<file path="src/rtl/inst_fetch_queue_if.sv">
// rtl/inst_fetch_queue_if.sv - fetch/ID/ctrl signal bundle for the instruction prefetch queue
interface inst_fetch_queue_if #(
  parameter int AW = 2
);
  logic [5:0]  stall_i;
  logic        flush_i;
  logic        if_ce_i;
  logic [31:0] if_pc_i;
  logic [31:0] if_inst_i;
  logic        branch_flag_i;
  logic [31:0] id_pc_o;
  logic [31:0] id_inst_o;
  logic        fetch_stall_req_o;
  logic [AW:0] count_o;

  modport master (
    output stall_i, flush_i, if_ce_i, if_pc_i, if_inst_i, branch_flag_i,
    input  id_pc_o, id_inst_o, fetch_stall_req_o, count_o
  );

  modport slave (
    input  stall_i, flush_i, if_ce_i, if_pc_i, if_inst_i, branch_flag_i,
    output id_pc_o, id_inst_o, fetch_stall_req_o, count_o
  );
endinterface

</file>
<file path="src/rtl/inst_fetch_queue.sv">
// rtl/inst_fetch_queue.sv - instruction prefetch queue replacing the IF/ID pipeline register
module inst_fetch_queue #(
  parameter int DEPTH = 4,
  parameter int AW    = 2
) (
  input logic             clk,
  input logic             rst,
  inst_fetch_queue_if.slave bus
);

  localparam logic [AW:0] FULL_COUNT = (AW+1)'(DEPTH);

  logic [31:0] pc_mem   [DEPTH];
  logic [31:0] inst_mem [DEPTH];
  logic [AW-1:0] rd_ptr;
  logic [AW-1:0] wr_ptr;
  logic [AW:0]   count;
  logic [31:0]   id_pc;
  logic [31:0]   id_inst;

  logic accept;
  logic adv;
  logic bubble;
  logic take_branch;
  logic empty;
  logic full;
  logic pop;
  logic bypass;
  logic push;

  // Stall bits 5:3 belong to later stages and do not affect this queue.
  logic unused_stall_bits;
  assign unused_stall_bits = ^bus.stall_i[5:3];

  // Per-cycle decisions: capture, advance, bypass, push and pop.
  always_comb begin
    accept      = bus.if_ce_i & ~bus.stall_i[0];
    adv         = ~bus.stall_i[1];
    bubble      = bus.stall_i[1] & ~bus.stall_i[2];
    take_branch = bus.branch_flag_i & adv;
    empty       = (count == '0);
    full        = (count == FULL_COUNT);
    pop         = ~bus.flush_i & ~take_branch & adv & ~empty;
    bypass      = ~bus.flush_i & ~take_branch & adv & empty & accept;
    // A full queue only takes a new entry when one leaves in the same cycle.
    push        = ~bus.flush_i & ~take_branch & accept & ~bypass & (~full | pop);
  end

  // Pointer and occupancy bookkeeping; flush and taken branch empty the queue.
  always_ff @(posedge clk) begin
    if (rst || bus.flush_i || take_branch) begin
      rd_ptr <= '0;
      wr_ptr <= '0;
      count  <= '0;
    end else begin
      if (push) wr_ptr <= wr_ptr + 1'b1;
      if (pop)  rd_ptr <= rd_ptr + 1'b1;
      case ({push, pop})
        2'b10:   count <= count + 1'b1;
        2'b01:   count <= count - 1'b1;
        default: count <= count;
      endcase
    end
  end

  // Entry storage; written only when a fetch is actually queued.
  always_ff @(posedge clk) begin
    if (push) begin
      pc_mem[wr_ptr]   <= bus.if_pc_i;
      inst_mem[wr_ptr] <= bus.if_inst_i;
    end
  end

  // ID register: a taken branch selects the same source as a normal advance
  // (head, else the incoming fetch, else a nop); only the queue handling differs.
  always_ff @(posedge clk) begin
    if (rst || bus.flush_i) begin
      id_pc   <= '0;
      id_inst <= '0;
    end else if (adv) begin
      if (!empty) begin
        id_pc   <= pc_mem[rd_ptr];
        id_inst <= inst_mem[rd_ptr];
      end else if (accept) begin
        id_pc   <= bus.if_pc_i;
        id_inst <= bus.if_inst_i;
      end else begin
        id_pc   <= '0;
        id_inst <= '0;
      end
    end else if (bubble) begin
      id_pc   <= '0;
      id_inst <= '0;
    end
  end

  assign bus.id_pc_o           = id_pc;
  assign bus.id_inst_o         = id_inst;
  assign bus.count_o           = count;
  assign bus.fetch_stall_req_o = full & ~take_branch;

endmodule

</file>
<file path="src/flat_wrapper.sv">
// flat-port wrapper written by rule: the top's interface ports become plain ports
module inst_fetch_queue_flat 
#(
  parameter int DEPTH = 4,
  parameter int AW    = 2
)
  (clk, rst, bus_stall_i, bus_flush_i, bus_if_ce_i, bus_if_pc_i, bus_if_inst_i, bus_branch_flag_i, bus_id_pc_o, bus_id_inst_o, bus_fetch_stall_req_o, bus_count_o);
  inst_fetch_queue_if #(.AW(AW)) bus_i ();
  input logic clk;
  input logic rst;
  input wire logic [$bits(bus_i.stall_i)-1:0] bus_stall_i;
  input wire logic [$bits(bus_i.flush_i)-1:0] bus_flush_i;
  input wire logic [$bits(bus_i.if_ce_i)-1:0] bus_if_ce_i;
  input wire logic [$bits(bus_i.if_pc_i)-1:0] bus_if_pc_i;
  input wire logic [$bits(bus_i.if_inst_i)-1:0] bus_if_inst_i;
  input wire logic [$bits(bus_i.branch_flag_i)-1:0] bus_branch_flag_i;
  output wire logic [$bits(bus_i.id_pc_o)-1:0] bus_id_pc_o;
  output wire logic [$bits(bus_i.id_inst_o)-1:0] bus_id_inst_o;
  output wire logic [$bits(bus_i.fetch_stall_req_o)-1:0] bus_fetch_stall_req_o;
  output wire logic [$bits(bus_i.count_o)-1:0] bus_count_o;
  assign bus_i.stall_i = bus_stall_i;
  assign bus_i.flush_i = bus_flush_i;
  assign bus_i.if_ce_i = bus_if_ce_i;
  assign bus_i.if_pc_i = bus_if_pc_i;
  assign bus_i.if_inst_i = bus_if_inst_i;
  assign bus_i.branch_flag_i = bus_branch_flag_i;
  assign bus_id_pc_o = bus_i.id_pc_o;
  assign bus_id_inst_o = bus_i.id_inst_o;
  assign bus_fetch_stall_req_o = bus_i.fetch_stall_req_o;
  assign bus_count_o = bus_i.count_o;
  inst_fetch_queue #(.DEPTH(DEPTH), .AW(AW)) u_core (.clk(clk), .rst(rst), .bus(bus_i));
endmodule
</file>
<file path="config.mk">
export PLATFORM = sky130hd
export DESIGN_NAME = inst_fetch_queue_flat
export DESIGN_NICKNAME = d
export VERILOG_FILES = /design/src/rtl/inst_fetch_queue_if.sv /design/src/rtl/inst_fetch_queue.sv /design/src/flat_wrapper.sv
export SDC_FILE = /design/constraint.sdc
export NUM_CORES = 1
export LEC_CHECK = 0
export CAP_MARGIN = 10
export CORE_UTILIZATION = 35
export DETAILED_ROUTE_END_ITERATION = 16
export GPL_ROUTABILITY_DRIVEN = 0
export HOLD_SLACK_MARGIN = 0.1
export PLACE_DENSITY = 0.58
export SLEW_MARGIN = 20
export SYNTH_ARGS = -nofsm -noshare
export SYNTH_HDL_FRONTEND = slang
export SYNTH_SLANG_ARGS = --single-unit
</file>
<file path="constraint.sdc">
create_clock -name clk -period 4.5 [get_ports clk]
set_input_delay 0.675 -clock clk [delete_from_list [all_inputs] [get_ports clk]]
set_output_delay 0.675 -clock clk [all_outputs]
set_load 0.005 [all_outputs]
</file>
# Word level (Yosys, flattened, before mapping)
# Memory sizes are Yosys's and may differ from the RTL's. A register that Yosys moved wholly into a read port is not among the register bits.
# Index checks and enable logic that the tools add are counted.
op_classes:
  n_mux: 14
  addsub: 4
  n_eq_ne: 4
  bitwise: 21
  n_reduce_logical: 4
ops:
  columns: ["op", "n"]
  rows:
  - ["32-bit two-way mux", 7]
  - ["1-bit AND", 12]
  - ["2-bit two-way mux", 4]
  - ["1-bit inverter", 8]
  - ["3-bit one-hot mux with 2 select lines", 1]
  - ["2-bit by 1-bit adder with 2-bit output (second input constant)", 2]
  - ["3-bit by 1-bit adder with 3-bit output (second input constant)", 1]
  - ["3-bit == test (second input constant)", 1]
  - ["3-bit logical NOT", 1]
  - ["3-bit by 1-bit subtractor with 3-bit output (second input constant)", 1]
  - ["2-bit by 1-bit == test with 1-bit output (second input constant)", 1]
  - ["2-bit == test (second input constant)", 1]
  - ["1-bit logical OR", 2]
  - ["1-bit two-way mux", 2]
  - ["2-bit by 1-bit inequality test with 1-bit output (second input constant)", 1]
  - ["2-bit nonzero test", 1]
  - ["1-bit bitwise OR", 1]
word_totals:
  register_bits: 71
  mem_count: 2
  output_inout_bits: 68
  ramBits: 256
  input_bits: 75
mem_list:
  columns: ["memory", "depth", "word_bits", "read_ports", "rd_ports_with_merged_regs", "wr", "line_no", "rtl"]
  rows:
  - ["u_core.inst_mem", 4, 32, 1, 1, 1, "inst_fetch_queue.sv:14", "logic [31:0] inst_mem [DEPTH];"]
  - ["u_core.pc_mem", 4, 32, 1, 1, 1, "inst_fetch_queue.sv:13", "logic [31:0] pc_mem [DEPTH];"]

# Depth between registers and ports, before layout
# Gate-level depths: netlist of run 1.
depth:
  depth_word: 12
  mapped_depth: 10
  depth_no_buf: 9

# Worst setup path after synthesis of run 1
# OpenSTA, ideal clock, no wires.
synth_path:
  path_type: "input-to-reg"
  from: "in bus_stall_i[1]"
  to: "mem u_core.inst_mem[0][0] (enable)"
  t_required_ns: 4.071
  setup_slack_ns: 1.104
  arrival_ns: 2.967
  n_path_buf: 1
  stages: 4
  path_cell_list: "clkbuf_1 > nand2b_1 > o311a_1 > and2_1"
synth_between:
  elab_chain_len: 12
  word_cells_on_any_way: 15
synth_lines:
  columns: ["item", "line_no", "rtl"]
  rows:
  - ["start: declaration", "flat_wrapper.sv:11", "input wire logic [$bits(bus_i.stall_i)-1:0] bus_stall_i;"]
  - ["1-bit inverter *", "inst_fetch_queue.sv:38", "adv = ~bus.stall_i[1];"]
  - ["1-bit AND", "inst_fetch_queue.sv:40", "take_branch = bus.branch_flag_i & adv;"]
  - ["1-bit inverter", "inst_fetch_queue.sv:43, inst_fetch_queue.sv:44, inst_fetch_queue.sv:46", null]
  - ["1-bit AND", "inst_fetch_queue.sv:43, inst_fetch_queue.sv:44, inst_fetch_queue.sv:46", null]
  - ["1-bit AND", "inst_fetch_queue.sv:43, inst_fetch_queue.sv:44", null]
  - ["1-bit AND (2 in series)", "inst_fetch_queue.sv:44", "bypass = ~bus.flush_i & ~take_branch & adv & empty & accept;"]
  - ["1-bit inverter", "inst_fetch_queue.sv:46", "push = ~bus.flush_i & ~take_branch & accept & ~bypass & (~full | pop);"]
  - ["1-bit AND", "inst_fetch_queue.sv:46", null]
  - ["1-bit AND *", "inst_fetch_queue.sv:46", null]
  - ["1-bit two-way mux *", "inst_fetch_queue.sv:68", "if (push) begin"]
  - ["1-bit two-way mux (implied by the code) *", "inst_fetch_queue.sv:70", "inst_mem[wr_ptr] <= bus.if_inst_i;"]
  - ["end: declaration", "inst_fetch_queue.sv:14", null]
# Every way passes the cells marked *; elsewhere a longest branch is shown, timed or not.

# Final worst setup path of run 1
layout_path:
  from: "in bus_stall_i[1]"
  to: "out bus_fetch_stall_req_o"
layout_between:
  elab_chain_len: 4
layout_lines:
  columns: ["item", "line_no", "rtl"]
  rows:
  - ["1-bit inverter", "inst_fetch_queue.sv:38", null]
  - ["1-bit AND", "inst_fetch_queue.sv:40", null]
  - ["1-bit inverter", "inst_fetch_queue.sv:100", "assign bus.fetch_stall_req_o = full & ~take_branch;"]
  - ["1-bit AND", "inst_fetch_queue.sv:100", null]
  - ["end: declaration", "flat_wrapper.sv:19", "output wire logic [$bits(bus_i.fetch_stall_req_o)-1:0] bus_fetch_stall_req_o;"]
# Every way passes these cells.

==> results.sh, run 1 <==
export IMPL_setup_violations=0
export IMPL_powerDensity_nw_per_um2=402.4
export IMPL_fin_tns_setup_ps=0
export IMPL_synth_cell_types=33
export IMPL_postSynth_asyncResetShare=0
export IMPL_period_needed_ps=3144
export IMPL_cp_cell_sequence="clkdlybuf4s50_1, nand2b_1, nand2_1, nor3_1, clkdlybuf4s50_1"
export IMPL_irDropWorstVdd_mv=0.2043
export IMPL_finalHoldViolCount=0
export IMPL_timing_worst_setup_path_type="in -> out"
export IMPL_initialDrtViolationCount=385
export IMPL_synth_fp_nets=707
export IMPL_total_leakage_power_uw=0.004929
export IMPL_cp_common_cell="sky130_fd_sc_hd__clkdlybuf4s50_1"
export IMPL_tritoncts="done"
export IMPL_clock_skew_ps=13.13
export IMPL_die_area_um2=36450
export IMPL_chipHeight_um=190.9
export IMPL_route_detailed_wl_per_inst_um=22.02
export IMPL_timing_final_max_slew_violations=0
export IMPL_detail_route_wirelength_um=27480
export IMPL_worst_setup_path_start_kind="input port"
export IMPL_arrival_ps=2470
export IMPL_grt_usage=0.1546
export IMPL_synth_top_area_cell="sky130_fd_sc_hd__edfxtp_1"
export IMPL_status="completed"
export IMPL_initial_utilization=0.3590
export IMPL_mostFrequentLayoutCell="sky130_fd_sc_hd__edfxtp_1"
export IMPL_gr_usage_met2=0.2525
export IMPL_finalNetCount=846
export IMPL_critical_path_endpoint_type="primary output"
export IMPL_vias=6643
export IMPL_globalRoute_totalOverflow=0
export IMPL_synth_sequential_area_ratio=0.7323
export IMPL_grt_first_pass_wirelength_um=42660
export IMPL_numPortBuffers=139
export IMPL_netlist_area_um2=12490
export IMPL_number_of_global_route_vias_before_repair=7094
export IMPL_detail_route_first_pass_iterations=4
export IMPL_maximum_number_of_pins_on_one_net_before_global_route_repair=65
export IMPL_pin_count=143
export IMPL_yosys_warnings=0
export IMPL_placement_rows=68
export IMPL_dpl_cell_count=1182
export IMPL_clock_root_buffer="sky130_fd_sc_hd__clkbuf_16"
export IMPL_via_density_per_instance=5.323
export IMPL_period_share=0.6986
export IMPL_grtUsageMet1=0.2101
export IMPL_max_slew_margin=0.2915
export IMPL_grt_antenna_before_repair=2
export IMPL_detail_route_antenna_nets=0
export IMPL_clock_path_buffers=3
export IMPL_yosys_area_top_type_share=0.6153
export IMPL_max_stage_delay_ps=630
export IMPL_clock_slew_at_the_register_clock_pins_of_the_worst_setup_and_hold_paths_ps=60
export IMPL_globalRoute_busiestLayer="met2"
export IMPL_layout_area_overhead_vs_synth_pct=23.58
export IMPL_cp_max_fo=8
export IMPL_fraction_of_final_layout_cells_with_drive_strength_greater_than_1=0.1705
export IMPL_ys_ff_latch=329
export IMPL_rsz_0062_raised_after_global_routing="false"
export IMPL_avgSynthCellArea_um2=19.96
export IMPL_met3_demand_to_capacity_share_in_global_routing=0.03213
export IMPL_numCtsBuffers=36
export IMPL_chipWidth_um=190.9
export IMPL_post_cts_setup_buffer_count=0
export IMPL_finish_cell_count_without_fillers=1248
export IMPL_synth_area_leaders="sky130_fd_sc_hd__edfxtp_1 (62%), sky130_fd_sc_hd__dfxtp_1 (12%), sky130_fd_sc_hd__mux4_2 (11%), sky130_fd_sc_hd__a221o_1 (5.0%), sky130_fd_sc_hd__and4_1 (4.2%)"
export IMPL_max_slew_worst_pin_slew_ps=1063
export IMPL_hp_class="reg -> reg"
export IMPL_hpwl_um=14990
export IMPL_hold_buffer_count_at_cts=0
export IMPL_mostFrequentLayoutCells="sky130_fd_sc_hd__edfxtp_1 (256), sky130_fd_sc_hd__clkdlybuf4s50_1 (139), sky130_fd_sc_hd__dfxtp_1 (71), sky130_fd_sc_hd__a221o_1 (63), sky130_fd_sc_hd__and4_1 (60)"
export IMPL_synth_ff_type="sky130_fd_sc_hd__edfxtp_1"
export IMPL_clock_sinks=329
export IMPL_crit_required_ps=3830
export IMPL_synth_edff_count=256
export IMPL_detail_route_drc_violations=0
export IMPL_cap_viol_max_count=0
export IMPL_worst_path_max_delay_cell="sky130_fd_sc_hd__clkdlybuf4s50_1"
export IMPL_worst_skew_pair_late_latency_ps=510
export IMPL_cts_resized_gates=0
export IMPL_syn_inst=626
export IMPL_core_region_area_um2=34800
export IMPL_max_clock_freq_mhz=318.1
export IMPL_h_tree_depth=2
## through the flow
stage | area, um2 | total power [uW] | utilization | hold slack [ps] | worst slack [ps]
floorplan | 12490 | 3406 | - | 456.1 | 1104
CTS | 15440 | 6297 | 0.4436 | 467.4 | 1314
detailed placement | 14340 | 3544 | 0.4119 | 465.1 | 1194
finish | 15440 | 6213 | 0.4437 | 472.4 | 1356
global placement | 14340 | 3540 | 0.4119 | 465.8 | 1223
global route | 15440 | 6426 | 0.4436 | 494.7 | 1200
## cells in the mapped netlist (all sizes together), types with 2 or more instances
cell / instances
a211oi: 2
a21oi: 4
a221o: 63
and2: 4
and3: 3
and4: 63
buf: 23
clkbuf: 27
dfxtp: 73
edfxtp: 256
ha: 5
inv: 7
mux2i: 2
mux4: 64
nand2: 2
nand3: 5
nor2: 4
nor3: 2
nor3b: 2
o21ai: 2
or3: 3
xor2: 3
## cell type report
class	count	area, um2
fillers	3014	19360
flip-flops and latches	329	9156
multi-input cells	240	3027
repair buffers	151	1556
clock buffers	54	1040
well taps	455	569.3
clock inverters	11	61.31
inverters	7	26.28
diodes	1	2.502
## report_power, final
| group | leakage (uW) | switching, uW | total, uW | internal (uW) |
|---|---|---|---|---|
| logic | 0.00149 | 96.6 | 184 | 87.4 |
| clock network | 0.000540 | 1140 | 2740 | 1600 |
| registers | 0.00290 | 6.50 | 3290 | 3290 |
## routing by layer
layer,vias to the layer above,wire [um]
met4,0,440
li1,2976,-
met1,3473,12310
met2,156,13330
met5,-,0
met3,38,1403
## sequential cells by signal, indices dropped and copies added, names as in the netlist, named ones only
| signal | cells |
|---|---|
| u_core.inst_mem | 128 |
| u_core.bus.id_inst_o | 32 |
| u_core.bus.id_pc_o | 32 |
| u_core.pc_mem | 128 |
| u_core.wr_ptr | 2 |
| u_core.rd_ptr | 2 |
| u_core.bus.count_o | 3 |
## critical path, delay by kind of cell
kind          cells  cell delay, ps
buf+inv           2            1180
simple gates      3             600
## worst paths after layout
path / startpoint / end / slack [ps] / cells after the start
setup / recovery: bus_stall_i[1] / bus_fetch_stall_req_o / 1360 / 5
hold / removal: u_core.rd_ptr[0] / flop / 470 / 1
setup reg to reg: u_core.bus.count_o[2] / u_core.bus.count_o[2] / 2060 / 8
hold reg to reg: u_core.rd_ptr[0] / flop / 470 / 1
## cell families (layout without fill, tap and decap cells)
group	Yosys count	in the layout	share of synthesized area
xor+xnor	3	3	0.002104
fa+ha+maj	6	6	0.006610
mux	66	66	0.1185
compound gates	74	74	0.05598
other cells	0	1	0
simple gates	91	91	0.05739
flops	329	329	0.7323
buf+inv	57	223	0.02714
Note: power is estimated with default switching activity, not from simulation.
==> run 2, diff against run 1 <==
PLACE_DENSITY = 0.6   (was 0.58)
clock period = 2.7 ns   (was 4.5 ns; I/O delays follow)
==> run 2 against run 1 <==
Hold slack better by 12 ps. Combinational power is 75% higher. Sequential share of layout area is 1.3 points lower. Count of clock-buffer cells in the layout is 2 lower. Clock skew is 3.1 ps lower. First-iteration DRC count is 1.0% lower. Final area is 2.2% higher. Critical path depth stayed put. Register-to-register slack worse by 1700 ps. Die area stayed put. Flip-flop and latch count stayed put. Power is 72% higher. Critical endpoint unchanged. Highest routed layer is now met5.
==> results.sh, run 2 (same netlist as run 1, synthesis figures left out) <==
export IMPL_status="completed"
export IMPL_finalNetCount=862
export IMPL_hp_class="reg -> reg"
export IMPL_pin_count=143
export IMPL_met1Wirelength_um=12620
export IMPL_antenna_diode_count=0
export IMPL_timing_final_max_slew_violations=0
export IMPL_setup_violations=0
export IMPL_layout_area_overhead_vs_synth_pct=26.33
export IMPL_path_delay_family="buffers and inverters"
export IMPL_clock_sinks=329
export IMPL_hold_slack_ps=484.0
export IMPL_placement_rows=68
export IMPL_chipWidth_um=190.9
export IMPL_grt_antenna_before_repair=1
export IMPL_max_stage_delay_ps=560
export IMPL_detail_route_drc_violations=0
export IMPL_grt_first_pass_wirelength_um=42570
export IMPL_dpl_worst_slack_ps=8.442
export IMPL_number_of_global_route_vias_before_repair=7052
export IMPL_clock_skew_ps=10.04
export IMPL_clock_root_buffer="sky130_fd_sc_hd__clkbuf_16"
export IMPL_irDropWorstVdd_mv=0.4235
export IMPL_initialDrtViolationCount=381
export IMPL_crit_required_ps=2300
export IMPL_hold_buffer_count_at_cts=0
export IMPL_fin_tns_setup_ps=0
export IMPL_met2RoutedLength_um=13060
export IMPL_cap_viol_max_count=0
export IMPL_detail_route_antenna_nets=0
export IMPL_core_region_area_um2=34800
export IMPL_worst_path_max_delay_cell="sky130_fd_sc_hd__clkdlybuf4s50_1"
export IMPL_fraction_of_final_layout_cells_with_drive_strength_greater_than_1=0.1871
export IMPL_clock_path_buffers=3
export IMPL_detail_route_wirelength_um=27800
export IMPL_period_share=0.8947
export IMPL_arrival_ps=2010
export IMPL_critical_path_endpoint_type="primary output"
export IMPL_die_area_um2=36450
export IMPL_numPortBuffers=139
export IMPL_dr_wl_met3_um=1539
export IMPL_fin_total_pwr_uw=10660
export IMPL_worst_skew_pair_late_latency_ps=500
export IMPL_clock_slew_at_the_register_clock_pins_of_the_worst_setup_and_hold_paths_ps=60
export IMPL_finalHoldViolCount=0
export IMPL_max_clock_freq_mhz=414.0
export IMPL_detail_route_first_pass_iterations=4
export IMPL_mostFrequentLayoutCells="sky130_fd_sc_hd__edfxtp_1 (256), sky130_fd_sc_hd__clkdlybuf4s50_1 (139), sky130_fd_sc_hd__dfxtp_1 (71), sky130_fd_sc_hd__a221o_1 (63), sky130_fd_sc_hd__and4_1 (60)"
export IMPL_post_cts_setup_buffer_count=0
export IMPL_chipHeight_um=190.9
export IMPL_cp_max_fo=5
export IMPL_final_critical_path_setup_slack_ps=284.3
export IMPL_critical_path_n_buffers_inverters=2
export IMPL_route_top_layer_used="met5"
export IMPL_h_tree_depth=2
export IMPL_tritoncts="done"
export IMPL_reg_largest_list="u_core.inst_mem: 128 flops, u_core.pc_mem: 128 flops"
export IMPL_grt_usage=0.1553
export IMPL_cts_resized_gates=0
export IMPL_total_leakage_power_uw=0.005077
export IMPL_numCtsBuffers=37
export IMPL_maximum_number_of_pins_on_one_net_before_global_route_repair=70
export IMPL_hpwl_um=16100
export IMPL_max_slew_worst_pin_slew_ps=612.4
export IMPL_globalRoute_totalOverflow=0
export IMPL_vias=6708
export IMPL_mostFrequentLayoutCell="sky130_fd_sc_hd__edfxtp_1"
export IMPL_worst_setup_path_start_kind="input port"
export IMPL_fillCellCount=2960
export IMPL_route_detailed_wl_per_inst_um=22.03
export IMPL_period_needed_ps=2416
export IMPL_rsz_0062_raised_after_global_routing="false"
export IMPL_via_density_per_instance=5.315
export IMPL_max_slew_margin=0.5912
export IMPL_timing_worst_setup_path_type="in -> out"
export IMPL_cp_common_cell="sky130_fd_sc_hd__clkdlybuf4s50_1"
export IMPL_powerDensity_nw_per_um2=675.2
export IMPL_initial_utilization=0.3590
export IMPL_cp_cell_sequence="clkdlybuf4s50_1, nand2b_1, nand2_1, nor3_1, clkdlybuf4s50_1"
run 2: cell types whose count changed in the layout (fill, tap and decap cells not counted), moves of 2 or more:
cell / change
sky130_fd_sc_hd__buf_12: +12
sky130_fd_sc_hd__buf_4: +3
sky130_fd_sc_hd__bufinv_16: +3
sky130_fd_sc_hd__clkbuf_1: -3
sky130_fd_sc_hd__clkinv_1: +2
sky130_fd_sc_hd__clkinv_2: -3
sky130_fd_sc_hd__inv_6: -2
run 2: metrics by stage:
stage	instances	instance area (um2)	utilization
5_1_grt	1262	15780	0.4535
3_3_place_gp	1197	14600	0.4195
3_5_place_dp	1197	14600	0.4195
4_1_cts	1262	15780	0.4535
6_report	1262	15780	0.4535
2_1_floorplan	626	12500	-
run 2: path summary, 6_finish.rpt:
| path | from | endpoint | slack, ps | cells after the start |
|---|---|---|---|---|
| min | u_core.bus.id_pc_o[17] | u_core.bus.id_pc_o[17] | 480 | 1 |
| max reg2reg | u_core.bus.count_o[0] | u_core.bus.count_o[2] | 410 | 9 |
| min reg2reg | u_core.bus.id_pc_o[17] | u_core.bus.id_pc_o[17] | 480 | 1 |
| max | bus_stall_i[1] | bus_fetch_stall_req_o | 280 | 5 |
run 2: routing by layer:
metal  global-route usage  vias to the layer above
met5                    0                        -
met4              0.04277                        2
met3              0.03194                       50
met2               0.2476                      199
met1               0.2150                     3465
li1                     -                     2992
run 2: layout make-up:
class                           count  area [um2]  share of cell area
Clock buffer                       52        1042             0.06604
Sequential cell                   329        9156              0.5802
Timing Repair Buffer              166        1819              0.1153
Multi-Input combinational cell    240        3027              0.1918
Inverter                            7       26.28            0.001665
Clock inverter                     13       142.6            0.009038
Tap cell                          455       569.3             0.03607
run 2: report_power, final:
part           total, uW  internal, uW  switching, uW
combinational        322           155            167
clock               4840          2970           1880
sequential          5490          5480           11.1
total              10700          8600           2050
==> run 3, diff against run 2 <==
PLACE_DENSITY = not set   (was 0.6)
PLACE_DENSITY_LB_ADDON = 0.1   (was not set)
==> run 3 against run 2 <==
Critical path depth grew 1. Critical endpoint unchanged. Utilization increased by 0.21 points. Count of clock-buffer cells in the layout grew 1. Fmax fell by 2.1%. Die area did not move. Clock skew up 5.4 ps.
==> results.sh, run 3 (same netlist as run 1, synthesis figures left out) <==
export IMPL_status="completed"
export IMPL_h_tree_depth=2
export IMPL_grt_usage=0.1688
export IMPL_fraction_of_final_layout_cells_with_drive_strength_greater_than_1=0.1963
export IMPL_hpwl_um=17210
export IMPL_number_of_global_route_vias_before_repair=7474
export IMPL_hold_buffer_count_at_cts=0
export IMPL_hp_class="reg -> reg"
export IMPL_path_delay_family="buffers and inverters"
export IMPL_max_slew_worst_pin_slew_ps=655.1
export IMPL_clock_root_buffer="sky130_fd_sc_hd__clkbuf_16"
export IMPL_mostFrequentLayoutCell="sky130_fd_sc_hd__edfxtp_1"
export IMPL_clock_path_buffers=3
export IMPL_cell_count_of_the_worst_hold_path=1
export IMPL_initial_utilization=0.3590
export IMPL_globalRoute_totalOverflow=0
export IMPL_clock_skew_ps=15.49
export IMPL_share_clk_of_total_power=0.458
export IMPL_cp_cell_sequence="clkdlybuf4s50_1, nand2b_1, buf_4, nand2_1, nor3_1, clkdlybuf4s50_1"
export IMPL_seqCellArea_um2=9156
export IMPL_critical_path_endpoint_type="primary output"
export IMPL_core_region_area_um2=34800
export IMPL_final_area_um2=15850
export IMPL_route_detailed_wl_per_inst_um=23.73
export IMPL_cp_max_fo=6
export IMPL_final_util=0.4556
export IMPL_pin_count=143
export IMPL_cap_viol_max_count=0
export IMPL_timing_worst_setup_path_type="in -> out"
export IMPL_rsz_0062_raised_after_global_routing="false"
export IMPL_worst_skew_pair_late_latency_ps=510
export IMPL_power_switching_share=0.1971
export IMPL_timing_final_max_slew_violations=0
export IMPL_chipWidth_um=190.9
export IMPL_timing_reg2reg_setup_slack_ps=400
export IMPL_tritoncts="done"
export IMPL_worst_setup_path_start_kind="input port"
export IMPL_hp_start="u_core.bus.id_pc_o[5]"
export IMPL_cp_common_cell="sky130_fd_sc_hd__clkdlybuf4s50_1"
export IMPL_worstReg2RegStart="u_core.bus.count_o[0]"
export IMPL_critical_path_n_buffers_inverters=3
export IMPL_combinationalPowerShare=0.030
export IMPL_fin_tns_setup_ps=0
export IMPL_vias=6813
export IMPL_rr_worst_depth=9
export IMPL_detail_route_wirelength_um=30140
export IMPL_area_of_combinational_cells_with_multiple_inputs_um2=3027
export IMPL_placedInstanceArea_um2=14660
export IMPL_crit_reg2reg_capture="u_core.bus.count_o[2]"
export IMPL_cts_resized_gates=0
export IMPL_period_needed_ps=2467
export IMPL_max_clock_freq_mhz=405.3
export IMPL_chipHeight_um=190.9
export IMPL_seq_power_share=0.512
export IMPL_finish_cell_count_without_fillers=1270
export IMPL_clock_sinks=329
export IMPL_crit_required_ps=2300
export IMPL_final_critical_path_setup_slack_ps=233.0
export IMPL_mostFrequentLayoutCells="sky130_fd_sc_hd__edfxtp_1 (256), sky130_fd_sc_hd__clkdlybuf4s50_1 (139), sky130_fd_sc_hd__dfxtp_1 (71), sky130_fd_sc_hd__a221o_1 (63), sky130_fd_sc_hd__and4_1 (60)"
export IMPL_antenna_diode_count=0
export IMPL_setup_violations=0
export IMPL_arrival_ps=2060
export IMPL_max_slew_margin=0.5633
export IMPL_irDropWorstVdd_mv=0.4358
export IMPL_max_stage_delay_ps=570
export IMPL_period_share=0.9137
export IMPL_layout_area_overhead_vs_synth_pct=26.90
export IMPL_detail_route_first_pass_iterations=4
export IMPL_maximum_number_of_pins_on_one_net_before_global_route_repair=64
export IMPL_placement_rows=68
export IMPL_fillCellCount=2963
export IMPL_clock_slew_at_the_register_clock_pins_of_the_worst_setup_and_hold_paths_ps=60
export IMPL_total_leakage_power_uw=0.005128
export IMPL_initialDrtViolationCount=333
export IMPL_dpl_cell_count=1203
export IMPL_detail_route_antenna_nets=0
export IMPL_worst_path_max_delay_cell="sky130_fd_sc_hd__clkdlybuf4s50_1"
export IMPL_via_density_per_instance=5.365
export IMPL_powerDensity_nw_per_um2=676.1
export IMPL_sw_pwr_uw=2113
export IMPL_finalHoldViolCount=0
export IMPL_reg_largest_list="u_core.inst_mem: 128 flops, u_core.pc_mem: 128 flops"
export IMPL_dpl_worst_slack_ps=-25.79
export IMPL_die_area_um2=36450
export IMPL_grt_first_pass_wirelength_um=45770
export IMPL_numPortBuffers=139
export IMPL_detail_route_drc_violations=0
export IMPL_grt_antenna_before_repair=2
export IMPL_numCtsBuffers=37
export IMPL_cell_internal_pwr_uw=8606
export IMPL_post_cts_setup_buffer_count=0
export IMPL_whs_endpoint="u_core.bus.id_pc_o[5]"
export IMPL_finalNetCount=868
[run 3: cell types whose count changed in the layout (fill, tap and decap cells not counted), moves of 3 or more]
| cell | change |
|---|---|
| sky130_fd_sc_hd__buf_4 | +5 |
| sky130_fd_sc_hd__clkinv_2 | +5 |
| sky130_fd_sc_hd__clkinv_1 | -4 |
| sky130_fd_sc_hd__clkbuf_8 | -3 |
| sky130_fd_sc_hd__clkbuf_1 | +3 |
[run 3: cell type report]
type | count | share of cell area
clock buffers | 53 | 0.06542
repair buffers | 172 | 0.1184
inverters | 7 | 0.001657
well taps | 455 | 0.03591
multi-input cells | 240 | 0.1909
flip-flops and latches | 329 | 0.5775
clock inverters | 14 | 0.01018
[run 3: worst max path at each step]
stage / to / depth (start not counted) / slack, ps / start
floorplan: u_core.inst_mem[0][0] / 4 / 270 / bus_stall_i[1]
global placement: u_core.bus.count_o[2] / 10 / 20 / bus_stall_i[1]
detailed placement: u_core.bus.count_o[2] / 10 / -30 / bus_stall_i[1]
CTS: bus_fetch_stall_req_o / 6 / 210 / bus_stall_i[1]
global route: bus_fetch_stall_req_o / 6 / 110 / bus_stall_i[1]
finish: bus_fetch_stall_req_o / 6 / 230 / bus_stall_i[1]
[run 3: power by group through the flow]
| stage | Sequential [uW] | Clock, uW | Combinational (uW) |
|---|---|---|---|
| 2_1_floorplan | 5600 | 0 | 77.4 |
| 3_3_place_gp | 5600 | 0 | 319 |
| 3_5_place_dp | 5600 | 0 | 327 |
| 4_1_cts | 5490 | 5060 | 328 |
| 5_1_grt | 5490 | 5250 | 348 |
| 6_report | 5490 | 4910 | 324 |
[run 3: stage by stage]
step           hold slack [ps]  power [uW]
2_1_floorplan            456.1        5676
3_3_place_gp             467.2        5914
3_5_place_dp             470.8        5924
4_1_cts                  488.1       10870
5_1_grt                  501.5       11090
6_report                 481.3       10720
[run 3: per-layer routing]
metal  wire, um  vias to the layer above  GRT usage  share of wire
li1           -                     3006          -              -
met1      13380                     3578     0.2306           0.44
met5         30                        -          0         0.0010
met4        534                        4    0.04246          0.018
met2      14520                      178     0.2759           0.48
met3       1685                       47    0.03249          0.056
